[config.mk]
export PLATFORM = sky130hd
export DESIGN_NAME = disp_regctrl_flat
export DESIGN_NICKNAME = d
export VERILOG_FILES = /design/src/rtl/disp_pkg.sv /design/src/rtl/disp_regctrl_if.sv /design/src/rtl/disp_sticky_bit.sv /design/src/rtl/disp_regctrl.sv /design/src/flat_wrapper.sv
export SDC_FILE = /design/constraint.sdc
export NUM_CORES = 1
export LEC_CHECK = 0
export ABC_CLOCK_PERIOD_IN_PS = 1900
export BUFFER_PORTS_ARGS = -buffer_cell sky130_fd_sc_hd__buf_4
export CELL_PAD_IN_SITES_DETAIL_PLACEMENT = 0
export CELL_PAD_IN_SITES_GLOBAL_PLACEMENT = 1
export CORE_MARGIN = 10
export CORE_UTILIZATION = 41
export CTS_CLUSTER_DIAMETER = 80
export CTS_CLUSTER_SIZE = 14
export DETAILED_ROUTE_END_ITERATION = 10
export PLACE_DENSITY = 0.87
export SYNTH_ARGS = -nofsm -noshare
export SYNTH_HDL_FRONTEND = slang
export SYNTH_SLANG_ARGS = --single-unit
[constraint.sdc]
create_clock -name ACLK -period 1.9 [get_ports ACLK]
set_input_delay 0.475 -clock ACLK [delete_from_list [all_inputs] [get_ports ACLK]]
set_output_delay 0.475 -clock ACLK [all_outputs]
set_load 0.02 [all_outputs]
[src/rtl/disp_pkg.sv]
// Shared register map, bit positions and helpers for the display register/interrupt block.
package disp_pkg;

  localparam logic [15:0] DISPADDR = 16'h0000;
  localparam logic [15:0] DISPCTRL = 16'h0004;
  localparam logic [15:0] DISPINT  = 16'h0008;
  localparam logic [15:0] DISPFIFO = 16'h000C;

  localparam int unsigned DISPON_B  = 0;
  localparam int unsigned VBLANK_B  = 1;
  localparam int unsigned INTENBL_B = 0;
  localparam int unsigned INTPEND_B = 1;
  localparam int unsigned UNDER_B   = 0;
  localparam int unsigned OVER_B    = 1;

  localparam logic [31:0] P_ADDR_RST = 32'h2000_0000;

  // Replace only the bytes whose enable bit is set.
  function automatic logic [31:0] byte_merge(input logic [31:0] old_val,
                                             input logic [31:0] wdata,
                                             input logic [3:0]  be);
    logic [31:0] res;
    res = old_val;
    for (int i = 0; i < 4; i++) begin
      if (be[i]) res[8*i +: 8] = wdata[8*i +: 8];
    end
    return res;
  endfunction

endpackage

[src/rtl/disp_regctrl_if.sv]
// Simple register bus: independent write and read channels, registered read data.
interface disp_regctrl_if #(
  parameter int unsigned AW = 16
);
  logic [AW-1:0] WRADDR;
  logic [3:0]    BYTEEN;
  logic          WREN;
  logic [31:0]   WDATA;
  logic [AW-1:0] RDADDR;
  logic          RDEN;
  logic [31:0]   RDATA;

  modport master (output WRADDR, BYTEEN, WREN, WDATA, RDADDR, RDEN, input RDATA);
  modport slave  (input WRADDR, BYTEEN, WREN, WDATA, RDADDR, RDEN, output RDATA);
endinterface

[src/rtl/disp_sticky_bit.sv]
// Sticky status bit: set by an event pulse, write-1-clear, set wins a collision.
module disp_sticky_bit (
  input  logic clk,
  input  logic rst_n,
  input  logic set,
  input  logic clr,
  output logic q
);
  logic q_q, q_d;

  always_comb begin
    // NOTE: default assigned first so every path drives q_d and no latch is inferred.
    q_d = q_q;
    if (set)      q_d = 1'b1;
    else if (clr) q_d = 1'b0;
  end

  always_ff @(posedge clk or negedge rst_n) begin
    // NOTE: non-blocking assignment so all flops sample pre-edge values together.
    if (!rst_n) q_q <= 1'b0;
    else        q_q <= q_d;
  end

  assign q = q_q;
endmodule

[src/rtl/disp_regctrl.sv]
// Display register decode: frame base address shadow/active pair, control, sticky
// VBLANK/FIFO status and the level interrupt.
module disp_regctrl #(
  parameter int unsigned P_REG_AW   = 16,
  parameter logic [31:0] P_ADDR_RST = disp_pkg::P_ADDR_RST
) (
  input  logic                 ACLK,
  input  logic                 ARESETN,
  disp_regctrl_if.slave        bus,
  input  logic                 VBLANK_PLS,
  input  logic                 FIFO_OVER_PLS,
  input  logic                 FIFO_UNDER_PLS,
  output logic                 DISPON,
  output logic [31:0]          DISP_ADDR,
  output logic                 DSP_IRQ
);
  import disp_pkg::*;

  logic [31:0] dispaddr_q, dispaddr_d;
  logic [31:0] disp_addr_q, disp_addr_d;
  logic        dispon_q, dispon_d;
  logic        intenbl_q, intenbl_d;
  logic        irq_q, irq_d;
  logic [31:0] rdata_q, rdata_d;

  logic wr_addr, wr_ctrl0, wr_int0, wr_fifo0;
  logic vblank_bit, intpend_bit, under_bit, over_bit;
  logic [31:0] rd_val;

  // Sticky bits all live in byte 0, so their W1C clears need BYTEEN[0].
  always_comb begin
    wr_addr  = bus.WREN && (bus.WRADDR == P_REG_AW'(DISPADDR));
    wr_ctrl0 = bus.WREN && bus.BYTEEN[0] && (bus.WRADDR == P_REG_AW'(DISPCTRL));
    wr_int0  = bus.WREN && bus.BYTEEN[0] && (bus.WRADDR == P_REG_AW'(DISPINT));
    wr_fifo0 = bus.WREN && bus.BYTEEN[0] && (bus.WRADDR == P_REG_AW'(DISPFIFO));
  end

  disp_sticky_bit u_vblank (.clk(ACLK), .rst_n(ARESETN), .set(VBLANK_PLS),
                            .clr(wr_ctrl0 && bus.WDATA[VBLANK_B]), .q(vblank_bit));
  disp_sticky_bit u_intpend (.clk(ACLK), .rst_n(ARESETN), .set(VBLANK_PLS),
                             .clr(wr_int0 && bus.WDATA[INTPEND_B]), .q(intpend_bit));
  disp_sticky_bit u_under (.clk(ACLK), .rst_n(ARESETN), .set(FIFO_UNDER_PLS),
                           .clr(wr_fifo0 && bus.WDATA[UNDER_B]), .q(under_bit));
  disp_sticky_bit u_over (.clk(ACLK), .rst_n(ARESETN), .set(FIFO_OVER_PLS),
                          .clr(wr_fifo0 && bus.WDATA[OVER_B]), .q(over_bit));

  // Read mux uses current register values, so a same-cycle write is not visible.
  always_comb begin
    rd_val = '0;
    if (bus.RDADDR == P_REG_AW'(DISPADDR)) begin
      rd_val = dispaddr_q;
    end else if (bus.RDADDR == P_REG_AW'(DISPCTRL)) begin
      rd_val[DISPON_B] = dispon_q;
      rd_val[VBLANK_B] = vblank_bit;
    end else if (bus.RDADDR == P_REG_AW'(DISPINT)) begin
      rd_val[INTENBL_B] = intenbl_q;
      rd_val[INTPEND_B] = intpend_bit;
    end else if (bus.RDADDR == P_REG_AW'(DISPFIFO)) begin
      rd_val[UNDER_B] = under_bit;
      rd_val[OVER_B]  = over_bit;
    end
  end

  always_comb begin
    dispaddr_d  = wr_addr ? byte_merge(dispaddr_q, bus.WDATA, bus.BYTEEN) : dispaddr_q;
    // The active address takes the post-write shadow so a same-cycle write is not missed.
    disp_addr_d = VBLANK_PLS ? dispaddr_d : disp_addr_q;
    dispon_d    = wr_ctrl0 ? bus.WDATA[DISPON_B] : dispon_q;
    intenbl_d   = wr_int0 ? bus.WDATA[INTENBL_B] : intenbl_q;
    irq_d       = intpend_bit && intenbl_q;
    rdata_d     = bus.RDEN ? rd_val : rdata_q;
  end

  always_ff @(posedge ACLK or negedge ARESETN) begin
    if (!ARESETN) begin
      dispaddr_q  <= P_ADDR_RST;
      disp_addr_q <= P_ADDR_RST;
      dispon_q    <= 1'b0;
      intenbl_q   <= 1'b0;
      irq_q       <= 1'b0;
      rdata_q     <= '0;
    end else begin
      dispaddr_q  <= dispaddr_d;
      disp_addr_q <= disp_addr_d;
      dispon_q    <= dispon_d;
      intenbl_q   <= intenbl_d;
      irq_q       <= irq_d;
      rdata_q     <= rdata_d;
    end
  end

  assign bus.RDATA = rdata_q;
  assign DISPON    = dispon_q;
  assign DISP_ADDR = disp_addr_q;
  assign DSP_IRQ   = irq_q;
endmodule

[src/flat_wrapper.sv]
// flat-port wrapper written by rule: the top's interface ports become plain ports
module disp_regctrl_flat import disp_pkg::*;
#(
  parameter int unsigned P_REG_AW   = 16,
  parameter logic [31:0] P_ADDR_RST = disp_pkg::P_ADDR_RST
)
  (ACLK, ARESETN, VBLANK_PLS, FIFO_OVER_PLS, FIFO_UNDER_PLS, DISPON, DISP_ADDR, DSP_IRQ, bus_WRADDR, bus_BYTEEN, bus_WREN, bus_WDATA, bus_RDADDR, bus_RDEN, bus_RDATA);
  disp_regctrl_if #(.AW(16)) bus_i ();
  input  logic ACLK;
  input  logic ARESETN;
  input  logic VBLANK_PLS;
  input  logic FIFO_OVER_PLS;
  input  logic FIFO_UNDER_PLS;
  output logic DISPON;
  output logic [31:0] DISP_ADDR;
  output logic DSP_IRQ;
  input wire logic [$bits(bus_i.WRADDR)-1:0] bus_WRADDR;
  input wire logic [$bits(bus_i.BYTEEN)-1:0] bus_BYTEEN;
  input wire logic [$bits(bus_i.WREN)-1:0] bus_WREN;
  input wire logic [$bits(bus_i.WDATA)-1:0] bus_WDATA;
  input wire logic [$bits(bus_i.RDADDR)-1:0] bus_RDADDR;
  input wire logic [$bits(bus_i.RDEN)-1:0] bus_RDEN;
  output wire logic [$bits(bus_i.RDATA)-1:0] bus_RDATA;
  assign bus_i.WRADDR = bus_WRADDR;
  assign bus_i.BYTEEN = bus_BYTEEN;
  assign bus_i.WREN = bus_WREN;
  assign bus_i.WDATA = bus_WDATA;
  assign bus_i.RDADDR = bus_RDADDR;
  assign bus_i.RDEN = bus_RDEN;
  assign bus_RDATA = bus_i.RDATA;
  disp_regctrl #(.P_REG_AW(P_REG_AW), .P_ADDR_RST(P_ADDR_RST)) u_core (.ACLK(ACLK), .ARESETN(ARESETN), .bus(bus_i), .VBLANK_PLS(VBLANK_PLS), .FIFO_OVER_PLS(FIFO_OVER_PLS), .FIFO_UNDER_PLS(FIFO_UNDER_PLS), .DISPON(DISPON), .DISP_ADDR(DISP_ADDR), .DSP_IRQ(DSP_IRQ));
endmodule
* After elaboration in Yosys (flattened, before gate mapping) *
Cells that the tools add are included.

storage, ports and cells
  register bits = 103
  input port bits = 75
  output and inout bits = 66

operators by class
  eq/ne operators = 6
  mux-type cells = 18
  reduce and logical (&&, ||, !) cells = 16

operators with widths
  cell                 number
  $eq 16x4->1 const B  4
  $eq 16x3->1 const B  2
  $logic_not 16->1     2
  $mux 32              1
  $mux 8               4
  $mux 30              1
  $logic_and 1x1->1    10
  $mux 1               8
  $mux 2               4
  $reduce_bool 2->1    4

* Longest topological paths before layout *
Gate-level depths: netlist of the first run.

  depth after elaboration = 5
  gate-level depth with buffers = 6
  mapped depth without buffers = 4

* Modules after synthesis *
Synthesis of the first run repeated with hierarchy kept, for this count alone.

second synthesis, totals
  cell total of the unflattened synthesis = 365
  area, all modules = 4,095.2 sq um

modules (own cells, without submodules)
  module           times used  cells each  area each (sq um)  seq. area each (sq um)
  disp_regctrl     1           353         3,950.0            2,479.9
  disp_sticky_bit  4           3           36.3               25.0

* Worst setup path before layout of the first run *
Ideal clock, no wire load.

  path type = input-to-reg
  from = input bus_WRADDR[9]
  to = register u_core.dispon_q (netlist: u_core.DISPON)
  data arrival time = 1.551 ns
  data required time = 1.775 ns
  setup slack = 0.224 ns
  stages on the path = 5
  buffers on the path = 1
  path through = nor4_2 -> and4_1 -> buf_4 -> nand4_1 -> mux2_4

between the ends
  longest elaborated chain between the ends = 2

ends and longest elaborated chain
  item                  line                text
  start, declared       flat_wrapper.sv:17  input wire logic [$bits(bus_i.WRADDR)-1:0] bus_WRADDR;
  $eq 16x3->1           disp_regctrl.sv:33  wr_ctrl0 = bus.WREN && bus.BYTEEN[0] && (bus.WRADDR == P_REG_AW'(DISPCTRL));
  $logic_and 1x1->1     disp_regctrl.sv:33
  end signal, assigned  disp_regctrl.sv:85  dispon_q <= dispon_d;
  end, declared         disp_regctrl.sv:21  logic dispon_q, dispon_d;

No other way between the ends.
A chain may end at the register's enable or synchronous reset.

* Worst setup path after layout of the first run *
  from = input bus_WRADDR[9]
  to = register u_core.disp_addr_q[13] (netlist: u_core.DISP_ADDR[13])

between the ends
  longest elaborated chain between the ends = 3

ends and longest elaborated chain
  item                  line                text
  $logic_not 16->1      disp_regctrl.sv:32  wr_addr = bus.WREN && (bus.WRADDR == P_REG_AW'(DISPADDR));
  $logic_and 1x1->1     disp_regctrl.sv:32
  $mux 32               disp_regctrl.sv:65  dispaddr_d = wr_addr ? byte_merge(dispaddr_q, bus.WDATA, bus.BYTEEN) : dispaddr_q;
  end signal, assigned  disp_regctrl.sv:84  disp_addr_q <= disp_addr_d;
  end, declared         disp_regctrl.sv:20  logic [31:0] disp_addr_q, disp_addr_d;

No other way between the ends.

==> key figures, run 1 <==
Status
  • Status: finished clean

Power
  • Leak: 2.85 nW
  • Peak supply drop: 367 uV
  • Sw Share: 26.7%
  • Combinational power share: 11.4%
  • Seq pwr share: 56.2%
  • Power Dens Cells: 719 mW/mm^2
  • P_int: 2.96 mW
  • Clk pwr share: 32.5%
  • Switching Power: 1.08 mW

Min path
  • Hold Crit Class: in2async

Worst setup path
  • Setup Crit Path Kind: in2reg
  • Req. time, crit path: 2180 ps
  • Reg-to-Reg End: u_core.bus.RDATA[0]
  • CP peak stage delay: 350 ps
  • Reg2reg start: u_core.DISPON
  • CP Capture Point: u_core.DISP_ADDR[13]
  • Master of the slowest instance on the critical path: and4_1
  • Crit path DAT: 1840 ps
  • Crit path launch: bus_WRADDR[9]
  • R2r setup slk: 610 ps
  • Worst-path cell chain: buf_4, nor4_2, and4_1, buf_4, nand3_2, a31oi_1
  • Crit-path most repeated cell: buf_4
  • Crit. End Element: flop
  • R2r worst-path depth: 3
  • Crit-path max FO: 13
  • Setup crit start kind: primary input

Logic synthesis
  • Syn Nets: 442
  • Synth cell types: 31
  • Mapped Avg Cell Area: 11.3 um^2
  • Post-synthesis register bit count: 103
  • Warnings from Yosys: 0
  • Instance count of the mapped netlist: 367
  • Sequential area share after synthesis: 62.1%
  • Number of flops mapped to enable cells by yosys: 0
  • Synthesized area: 0.00416 mm^2
  • Top FF cell, synth: dfrtp_1
  • Fraction of registers with async set/reset: 100%

Drt
  • WL per Instance: 18.1 um
  • Routed Antenna Nets: 0
  • DRC viols: 0
  • Pre-antenna DRT Iters: 4
  • DRT iter0 DRCs: 213
  • Number of vias per cell: 5.34
  • Final WL: 11700 um
  • DR vias: 3455

Placed design
  • Final HPWL DP: 8720 um
  • Placer Congestion: 0.815
  • Post-placement cell area: 0.00543 mm^2
  • Placed instance count: 631
  • Setup WS pre-CTS: -30.1 ps
  • Port Buffers: 140

STA
  • RSZ-0062 raised after global routing: false
  • Worst slew margin: 73.5%
  • F_max: 642 MHz
  • Final worst setup slack: 344 ps
  • Min Hold Slack: 16.0 ps
  • Final Critical Period: 1560 ps
  • Count of final hold-check violations: 0
  • Setup violators final: 0
  • Final Max Tran Viols: 0
  • Worst Tran Pin Value: 397 ps
  • Layout Skew: 10.2 ps
  • Final Cycle Share: 81.9%

Clocking
  • TritonCTS buffer count: 9
  • Clk slew on worst S/H paths: 110 ps
  • Clock Sinks: 103
  • CTS tree: yes
  • CTS Hold Buffers Added: 0
  • CTS max path bufs: 2
  • # resized after CTS: 0
  • Root Buffer: clkbuf_8
  • Worst-skew pair later-pin latency: 370 ps
  • CTS H-tree depth: 3
  • Post-CTS setup buffers: 0

Final layout
  • Layout fillers: 853
  • Antenna diode count: 0
  • Final Non-Filler Cells: 647
  • Synthesis-to-finish area growth: 35.1%
  • Cell area after layout: 0.00562 mm^2
  • Share of the core filled with cells: 57.2%
  • Fraction of layout cells with a size suffix above 1: 37.5%
  • Nets: 584

Floorplan
  • Area of the core: 0.00982 mm^2
  • Die Area: 0.0146 mm^2
  • IO Pins: 141
  • Chip Height: 121 um
  • Die X: 121 um
  • Initial Util: 42.3%
  • Rows: 36

Global routing
  • Total track usage: 16.2%
  • Largest net degree at the start of global routing: 41
  • Global-route wire length before repair: 18900 um
  • Initial antenna violation count: 0
  • Vias in the first global route: 3567
  • GRT overflow: 0

Job
  • Max Cap Viol: 0
registers in the layout, summed over array words and instances, names as in the netlist:
| register | flops |
|---|---|
| u_core.DSP_IRQ | 1 |
| u_core.bus.RDATA | 32 |
| u_core.dispaddr_q | 32 |
| u_core.u_intpend.q | 1 |
| u_core.u_under.q | 1 |
| u_core.DISP_ADDR | 32 |
| u_core.DISPON | 1 |
| u_core.u_over.q | 1 |
| u_core.u_vblank.q | 1 |
| u_core.intenbl_q | 1 |
how the worst min path moves through the flow:
stage	start	to	slack [ps]
2_1_floorplan	ARESETN	u_core.DISPON	180
3_3_place_gp	ARESETN	u_core.DSP_IRQ	420
3_5_place_dp	ARESETN	u_core.DSP_IRQ	430
4_1_cts	ARESETN	u_core.DISP_ADDR[6]	20
5_1_grt	ARESETN	u_core.DISP_ADDR[2]	20
6_report	ARESETN	u_core.DISP_ADDR[6]	20
worst max-delay path: cells and delay by family:
| kind | cells | cell delay, ps |
|---|---|---|
| and+or+nand+nor | 3 | 790 |
| buffers and inverters | 2 | 370 |
| AOI/OAI and AO/OA | 1 | 190 |
through the flow:
stage	setup TNS (ps)	total power, mW
after global routing	0	4.21
after detailed placement	-140	2.78
after floorplan	0	2.47
final	0	4.04
after CTS	0	4.08
after global placement	0	2.77
Yosys cell counts, types with 3 or more instances:
| cell | count | share of area [%] |
|---|---|---|
| a31oi_1 | 32 | 4.8 |
| clkbuf_1 | 12 | 1.1 |
| nand2b_1 | 7 | 1.1 |
| nand4_1 | 6 | 0.90 |
| nand3_1 | 22 | 2.6 |
| nor2b_1 | 3 | 0.45 |
| nor2_1 | 35 | 3.2 |
| nand3_2 | 10 | 2.4 |
| buf_6 | 3 | 0.81 |
| dfrtp_1 | 101 | 61 |
| nor3b_1 | 3 | 0.54 |
| buf_4 | 3 | 0.54 |
| nor4_2 | 4 | 1.2 |
| and2_1 | 4 | 0.60 |
| buf_2 | 4 | 0.48 |
| clkbuf_2 | 3 | 0.36 |
| o21ai_0 | 35 | 4.2 |
| a22o_1 | 30 | 6.3 |
| nand2_1 | 33 | 3.0 |
| nor4_1 | 3 | 0.45 |
layout by cell type (no fill, tap or decap), types with 2 or more instances in the layout:
master / instances
buf_4: 151
dfrtp_1: 101
o21ai_0: 35
nor2_1: 35
nand2_1: 33
a31oi_1: 32
a22o_1: 30
nand3_1: 22
nand3_2: 10
clkbuf_8: 9
nand2b_1: 7
nand4_1: 6
buf_12: 5
and2_1: 4
nor4_2: 3
nor2b_1: 3
nor4_1: 3
nor3b_1: 3
mux4_2: 2
a21o_1: 2
clkinv_4: 2
inv_8: 2
inv_6: 2
dfstp_2: 2
power groups by stage:
stage	clock (mW)	sequential [mW]	combinational [mW]
final	1.31	2.27	0.459
after global routing	1.43	2.27	0.502
after CTS	1.34	2.27	0.469
after detailed placement	0	2.31	0.469
after global placement	0	2.31	0.461
after floorplan	0	2.36	0.106
layout make-up:
type | instances | area, um^2 | share of cell area (%)
Sequential cell | 103 | 2580 | 45.9
Multi-Input combinational cell | 237 | 1440 | 25.7
Timing Repair Buffer | 156 | 1230 | 22.0
Tap cell | 133 | 166 | 2.96
Clock buffer | 9 | 124 | 2.21
Clock inverter | 7 | 62.6 | 1.11
Inverter | 2 | 7.51 | 0.134
per-layer routing:
metal	track usage (%)	share of wire (%)
met2	26.2	48
met3	5.03	7.5
met4	5.73	1.8
met5	0	0
met1	20.0	43
cells by family after synthesis:
| group | after synthesis | synth area share (%) |
|---|---|---|
| AND/OR/NAND/NOR | 133 | 16.9 |
| flip-flops | 103 | 62.1 |
| multiplexers | 4 | 1.72 |
| AO/OA/AOI/OAI | 100 | 15.9 |
| buffers and inverters | 27 | 3.46 |
Note: power is estimated with default switching activity, not from simulation.
==> run 2: changes to the inputs <==
ABC_AREA = 1   (was unset)
ABC_CLOCK_PERIOD_IN_PS = 1370   (was 1900)
CORE_UTILIZATION = 34   (was 41)
PLACE_DENSITY = 0.79   (was 0.87)
clock period = 1.37 ns   (was 1.9 ns; I/O delays follow)
==> run 2 against run 1 <==
  * Utilization decreased by 9.8 points
  * Die area grew 27%
  * Worst setup slack got worse by 320 ps
  * Synthesized cell count rose by 44%
  * Area after synthesis rose by 10%
  * Clock-buffer cell count increased by 1
  * Sequential share of layout area fell by 4.8 points
  * Largest cell class unchanged
==> key figures, run 2 <==
STA
  • Worst slew margin: 81.8% (+8.3 points)
  • Layout Skew: 5.54 ps (-4.66 ps)
  • Worst Tran Pin Value: 271 ps (-127 ps)
  • Final Critical Period: 1340 ps
  • Final Max Tran Viols: 0 (unchanged)
  • Setup violators final: 0 (unchanged)
  • RSZ-0062 raised after global routing: false
  • F_max: 745 MHz
  • Count of final hold-check violations: 0 (unchanged)
  • Final worst setup slack: 28.4 ps (-315 ps)
  • Final Cycle Share: 97.9%

Floorplan
  • Die Area: 0.0185 mm^2 (+27%)
  • Rows: 42 (+17%)
  • Die X: 136 um (+13%)
  • Chip Height: 136 um (+13%)
  • IO Pins: 141 (unchanged)
  • Area of the core: 0.0132 mm^2 (+35%)
  • Initial Util: 34.6% (-7.7 points)

Status
  • Status: finished clean

Drt
  • WL per Instance: 14.9 um (-18%)
  • DR vias: 3915 (+13%)
  • DRC viols: 0 (unchanged)
  • Routed Antenna Nets: 0 (unchanged)
  • Number of vias per cell: 4.59 (-14%)
  • DRT iter0 DRCs: 278 (+31%)
  • Pre-antenna DRT Iters: 4 (unchanged)
  • Final WL: 12700 um (+8.6%)

Global routing
  • Routing usage on met3: 4.39% (-0.63 points)
  • Grt peak-use layer: met2
  • Initial antenna violation count: 0 (unchanged)
  • GRT overflow: 0 (unchanged)
  • Met1 Use GR: 16.8% (-3.2 points)
  • Largest net degree at the start of global routing: 46 (+12%)
  • Total track usage: 13.8% (-2.4 points)
  • Vias in the first global route: 4021 (+13%)
  • Global-route wire length before repair: 20500 um (+8.4%)
  • Met2 global-route usage: 22.9% (-3.3 points)

Worst setup path
  • Setup Crit Path Kind: reg2out
  • Critical path depth in cells: 1 (-5)
  • Crit. End Element: output port
  • Req. time, crit path: 1030 ps (-1150 ps)
  • Master of the slowest instance on the critical path: dfstp_2
  • CP peak stage delay: 540 ps (+190 ps)
  • Setup crit start kind: flop
  • R2r setup slk: 320 ps (-290 ps)
  • Reg2reg start: u_core.dispaddr_q[29]
  • Crit-path max FO: 2 (-11)
  • Crit path DAT: 1000 ps (-840 ps)
  • Worst-path cell chain: buf_6
  • CP delay by family, top: flip-flops
  • Crit path buf inv count: 1 (-1)
  • Reg-to-Reg End: u_core.DISP_ADDR[29]
  • R2r worst-path depth: 6 (+3)

Logic synthesis
  • Sequential area share after synthesis: 56.2% (-5.8 points)
  • Warnings from Yosys: 0 (unchanged)
  • Post-Synth Simple-Gate Area: 22.1% (+5.3 points)
  • Main combinational cell family by area after synthesis: simple AND/OR/NAND/NOR gates
  • Post-synth top cells: nand2_1 (180), dfrtp_1 (101), nor2_1 (53)
  • Share of the synthesized area in the top cell type: 55.1% (-5.7 points)
  • Synth cell types: 24 (-23%)
  • Cell taking the most area after synthesis: dfrtp_1
  • Most common cell in the netlist: nand2_1
  • Instance count of the mapped netlist: 529 (+44%)
  • Syn Nets: 604 (+37%)
  • XOR/XNOR Fraction of Synth Area: 0% (unchanged)
  • Post-synthesis compound-gate area fraction: 14.7% (-1.2 points)
  • Multiplexer share of the synthesized area: 0.436% (-1.3 points)
  • Top post-synthesis cells by area: dfrtp_1 (55%), nand2_1 (15%), o21ai_2 (5.3%)
  • Adder-Cell Fraction of Synth Area: 0% (unchanged)
  • Top FF cell, synth: dfrtp_1
  • Synthesized area: 0.00459 mm^2 (+10%)
  • Fraction of registers with async set/reset: 100% (unchanged)
  • Post-synthesis register bit count: 103 (unchanged)
  • Number of flops mapped to enable cells by yosys: 0 (unchanged)
  • Mapped Avg Cell Area: 8.67 um^2 (-23%)

Power
  • Power Dens Cells: 976 mW/mm^2 (+36%)
  • Peak supply drop: 545 uV (+48%)
  • P_int: 4.73 mW (+60%)
  • Clk pwr share: 43.0% (+10 points)
  • Seq pwr share: 49.6% (-6.6 points)
  • Leak: 3.11 nW (+9.2%)
  • Switching Power: 1.40 mW (+30%)
  • Combinational power share: 7.4% (-4.0 points)
  • Sw Share: 22.8% (-3.8 points)

Final layout
  • Commonest non-fill, non-tap cells in the layout: nand2_1 (180), buf_4 (152), dfrtp_1 (101)
  • Nets: 747 (+28%)
  • Synthesis-to-finish area growth: 36.8%
  • Share of the core filled with cells: 47.4% (-9.8 points)
  • Fraction of layout cells with a size suffix above 1: 31.2% (-6.4 points)
  • Antenna diode count: 0 (unchanged)
  • Most common cell after layout, fill and taps aside: nand2_1

Min path
  • Hold Crit Class: in2reg
  • Hold path endpoint: u_core.u_under.q
  • Hold Crit Start: FIFO_UNDER_PLS
  • Hold depth: 2

Placed design
  • Placer Congestion: 0.777 (-4.8%)
  • Port Buffers: 140 (unchanged)
  • Setup WS pre-CTS: -175 ps (-145 ps)
  • Final HPWL DP: 9460 um (+8.5%)

Clocking
  • Clock Sinks: 103 (unchanged)
  • CTS max path bufs: 2 (unchanged)
  • CTS H-tree depth: 3 (unchanged)
  • Root Buffer: clkbuf_16
  • Post-CTS setup buffers: 0 (unchanged)
  • Worst-skew pair later-pin latency: 350 ps (-20 ps)
  • CTS tree: yes
  • TritonCTS buffer count: 9 (unchanged)
  • Clk slew on worst S/H paths: 70 ps (-40 ps)

Job
  • Max Cap Viol: 0 (unchanged)
-- run 2: cell count changes after synthesis, sizes merged, moves of 21 or more --
cell / delta
inv: +39
nand2: +147
o31ai: +29
a31oi: -32
nor2: +21
a22o: -30
a21oi: +31
-- run 2: final cells by class --
class | count | area (um^2)
tap | 176 | 220
clock buffer | 10 | 239
multi-input combinational | 356 | 1710
timing repair buffer | 161 | 1300
clock inverter | 6 | 67.6
fill | 1290 | 6970
sequential | 103 | 2580
inverter | 41 | 154
-- run 2: through the flow --
step / hold WS (ps) / instance area, um^2 / cells / setup TNS (ps) / power (mW)
6_report: 168 / 6270 / 853 / 0 / 6.13
5_1_grt: 158 / 6270 / 853 / 0 / 6.38
4_1_cts: 157 / 6270 / 853 / 0 / 6.20
3_5_place_dp: 233 / 5950 / 836 / -8850 / 3.56
3_3_place_gp: 231 / 5950 / 836 / -7280 / 3.55
2_1_floorplan: 46.9 / 4590 / 529 / 0 / 3.24
-- run 2: worst max path at each step --
| stage | end | startpoint | slack, ps |
|---|---|---|---|
| 2_1_floorplan | u_core.DISP_ADDR[15] | bus_WRADDR[15] | 40 |
| 3_3_place_gp | u_core.DISP_ADDR[22] | bus_WRADDR[15] | -140 |
| 3_5_place_dp | u_core.DISP_ADDR[19] | bus_WRADDR[1] | -170 |
| 4_1_cts | DISP_ADDR[29] | u_core.DISP_ADDR[29] | 3 |
| 5_1_grt | DISP_ADDR[29] | u_core.DISP_ADDR[29] | 4 |
| 6_report | DISP_ADDR[29] | u_core.DISP_ADDR[29] | 30 |
-- run 2: power groups by stage --
stage	Sequential, mW	Combinational, mW	Clock, mW
after floorplan	3.10	0.138	0
after global placement	3.10	0.450	0
after detailed placement	3.10	0.457	0
after CTS	3.04	0.461	2.70
after global routing	3.04	0.500	2.84
final	3.04	0.452	2.63
-- run 2: timing repair --
item | 4_1_cts | 5_1_grt
hold endpoints to repair | 11 | 0
gates resized for setup | 0 | 1
setup endpoints to repair | 0 | 1
hold buffers | 1 | 0
-- run 2: worst reg2reg max path: stages (launching register included) --
cell and delay (ps):
dfstp_2 530, inv_1 50, nor2_1 80, a21oi_1 60
o21ai_2 160, nand2_1 60, nand2_1 60
-- run 2: routing by layer --
layer | up-vias | part of all wire (%)
li1 | 1988 | -
met1 | 1832 | 43
met2 | 84 | 49
met3 | 11 | 6.2
met4 | 0 | 1.1
met5 | - | 0
-- run 2: cells by family (layout without fill, tap and decap cells) --
family                 Yosys count  after routing
muxes                            2              2
and+or+nand+nor                256            256
DFF                            103            103
buffers and inverters           70            218
AOI/OAI and AO/OA               98             98
==> run 3: changes to the inputs <==
==> constraint.sdc (replaced) <==
create_clock -name ACLK -period 1.37 [get_ports ACLK]
set_input_delay 0.2055 -clock ACLK [delete_from_list [all_inputs] [get_ports ACLK]]
set_output_delay 0.2055 -clock ACLK [all_outputs]
set_load 0.02 [all_outputs]
==> run 3 against run 2 <==
  * Sequential share of layout area grew 0.67 points
  * Utilization down 0.76 points
  * Combinational power down 4.4%
  * Highest routed layer unchanged
  * Sequential power is essentially flat
  * Non-clock buffer count shrank 4
  * Clock-buffer cell count rose by 2
  * Die area is the same
==> key figures, run 3 (synthesized netlist as in run 2, its figures left out) <==
Status
  • Status: finished clean

STA
  • Final worst setup slack: 167 ps (+139 ps)
  • Final Cycle Share: 87.8% (-10 points)
  • Layout Skew: 5.03 ps (-0.511 ps)
  • Worst Tran Pin Value: 271 ps (+0.282 ps)
  • Setup violators final: 0 (unchanged)
  • Worst slew margin: 81.8% (about the same)
  • RSZ-0062 raised after global routing: false
  • Count of final hold-check violations: 0 (unchanged)
  • Final Max Tran Viols: 0 (unchanged)
  • F_max: 832 MHz (+12%)
  • Final Critical Period: 1200 ps (-139 ps)
  • Setup_tns: 0 ps (unchanged)

Global routing
  • Grt peak-use layer: met2
  • Routing usage on met3: 4.17% (-0.22 points)
  • Initial antenna violation count: 0 (unchanged)
  • GRT overflow: 0 (unchanged)
  • Total track usage: 13.5% (-0.21 points)
  • Global-route wire length before repair: 20200 um (-1.4%)
  • Met2 global-route usage: 22.4% (-0.49 points)
  • Met1 Use GR: 16.4% (-0.39 points)
  • Vias in the first global route: 4038 (+0.42%)
  • Largest net degree at the start of global routing: 46 (unchanged)

Worst setup path
  • Crit. End Element: output port
  • Crit path DAT: 1000 ps (about the same)
  • Reg2reg start: u_core.dispaddr_q[29]
  • Crit path buf inv count: 1 (unchanged)
  • R2r setup slk: 330 ps (about the same)
  • CP peak stage delay: 530 ps (about the same)
  • Setup Crit Path Kind: reg2out
  • Setup crit start kind: flop
  • Req. time, crit path: 1160 ps (+130 ps)
  • Master of the slowest instance on the critical path: dfstp_2
  • Worst-path cell chain: buf_4
  • R2r worst-path depth: 6 (unchanged)
  • Crit-path max FO: 2 (unchanged)
  • Reg-to-Reg End: u_core.DISP_ADDR[29]
  • CP delay by family, top: flip-flops

Min path
  • Hold path endpoint: u_core.u_over.q
  • Hold Crit Start: FIFO_OVER_PLS
  • Hold Crit Class: in2reg
  • Hold depth: 2 (unchanged)

Clocking
  • Worst-skew pair later-pin latency: 330 ps (-20 ps)
  • CTS max path bufs: 2 (unchanged)
  • Clk slew on worst S/H paths: 60 ps (about the same)
  • # resized after CTS: 0 (unchanged)
  • Clock Sinks: 103 (unchanged)
  • TritonCTS buffer count: 9 (unchanged)
  • CTS H-tree depth: 3 (unchanged)
  • Root Buffer: clkbuf_16
  • CTS tree: yes

Final layout
  • Synthesis-to-finish area growth: 34.6%
  • Commonest non-fill, non-tap cells in the layout: nand2_1 (180), buf_4 (151), dfrtp_1 (101)
  • Antenna diode count: 0 (unchanged)
  • Nets: 743 (-0.54%)
  • Fraction of layout cells with a size suffix above 1: 30.4% (-0.81 points)
  • Layout fillers: 1328 (+2.9%)
  • Cell area after layout: 0.00617 mm^2 (-1.6%)
  • Most common cell after layout, fill and taps aside: nand2_1

Floorplan
  • Chip Height: 136 um (unchanged)
  • Rows: 42 (unchanged)
  • Area of the core: 0.0132 mm^2 (unchanged)
  • IO Pins: 141 (unchanged)
  • Initial Util: 34.6% (unchanged)
  • Die X: 136 um (unchanged)
  • Die Area: 0.0185 mm^2 (unchanged)

Placed design
  • Placer Congestion: 0.772 (-0.58%)
  • Final HPWL DP: 9340 um (-1.3%)
  • Post-placement cell area: 0.00590 mm^2 (-0.92%)
  • Port Buffers: 140 (unchanged)
  • Setup WS pre-CTS: -38.9 ps (+136 ps)

Drt
  • DR vias: 3845 (-1.8%)
  • Number of vias per cell: 4.53 (-1.2%)
  • Final WL: 12400 um (-2.6%)
  • WL per Instance: 14.6 um (-2.0%)
  • DRC viols: 0 (unchanged)
  • Routed Antenna Nets: 0 (unchanged)
  • Pre-antenna DRT Iters: 4 (unchanged)
  • DRT iter0 DRCs: 252 (-9.4%)

Power
  • Power Dens Cells: 938 mW/mm^2 (-3.9%)
  • Leak: 3.07 nW (-1.3%)
  • Peak supply drop: 533 uV (-2.1%)

Job
  • Max Cap Viol: 0 (unchanged)
## run 3: repair_timing
item / 4_1_cts / 5_1_grt
endpoints found under the hold margin: 15 / 0
hold buffers: 1 / 0
setup buffers: 0 / 0
## run 3: final cells by class
type / instances / area, um^2 / area share (%)
Sequential cell: 103 / 2580 / 41.8
Clock inverter: 3 / 18.8 / 0.304
Inverter: 41 / 154 / 2.49
Tap cell: 176 / 220 / 3.57
Clock buffer: 12 / 246 / 3.99
Timing Repair Buffer: 157 / 1240 / 20.1
Multi-Input combinational cell: 356 / 1710 / 27.7
## run 3: through the flow
step / hold slack, ps / power [mW] / std cells / utilization (%)
floorplan: -90.1 / 3.24 / 529 / -
finish: 50.6 / 5.79 / 848 / 46.6
global route: 39.5 / 6.06 / 848 / 46.6
global placement: 109 / 3.53 / 832 / 44.5
CTS: 38.4 / 5.90 / 848 / 46.6
detailed placement: 111 / 3.54 / 832 / 44.5
## run 3: how the worst max path moves through the flow
stage | to | cells past startpoint | startpoint
detailed placement | u_core.DISP_ADDR[22] | 10 | bus_WRADDR[1]
CTS | DISP_ADDR[29] | 1 | u_core.DISP_ADDR[29]
global placement | u_core.DISP_ADDR[26] | 10 | bus_WRADDR[15]
global route | DISP_ADDR[29] | 1 | u_core.DISP_ADDR[29]
floorplan | u_core.DISP_ADDR[15] | 9 | bus_WRADDR[15]
finish | DISP_ADDR[29] | 1 | u_core.DISP_ADDR[29]
## run 3: layer usage
layer  routed length [um]  part of all wire, %
met5                    0                    0
met4                  168                  1.4
met3                  806                  6.5
met2                 6000                   49
met1                 5390                   44
## run 3: where the power goes
| part | internal [mW] | total, mW | switching (mW) |
|---|---|---|---|
| logic | 0.196 | 0.432 | 0.236 |
| clock network | 1.27 | 2.32 | 1.05 |
| registers | 3.04 | 3.04 | 0.000233 |
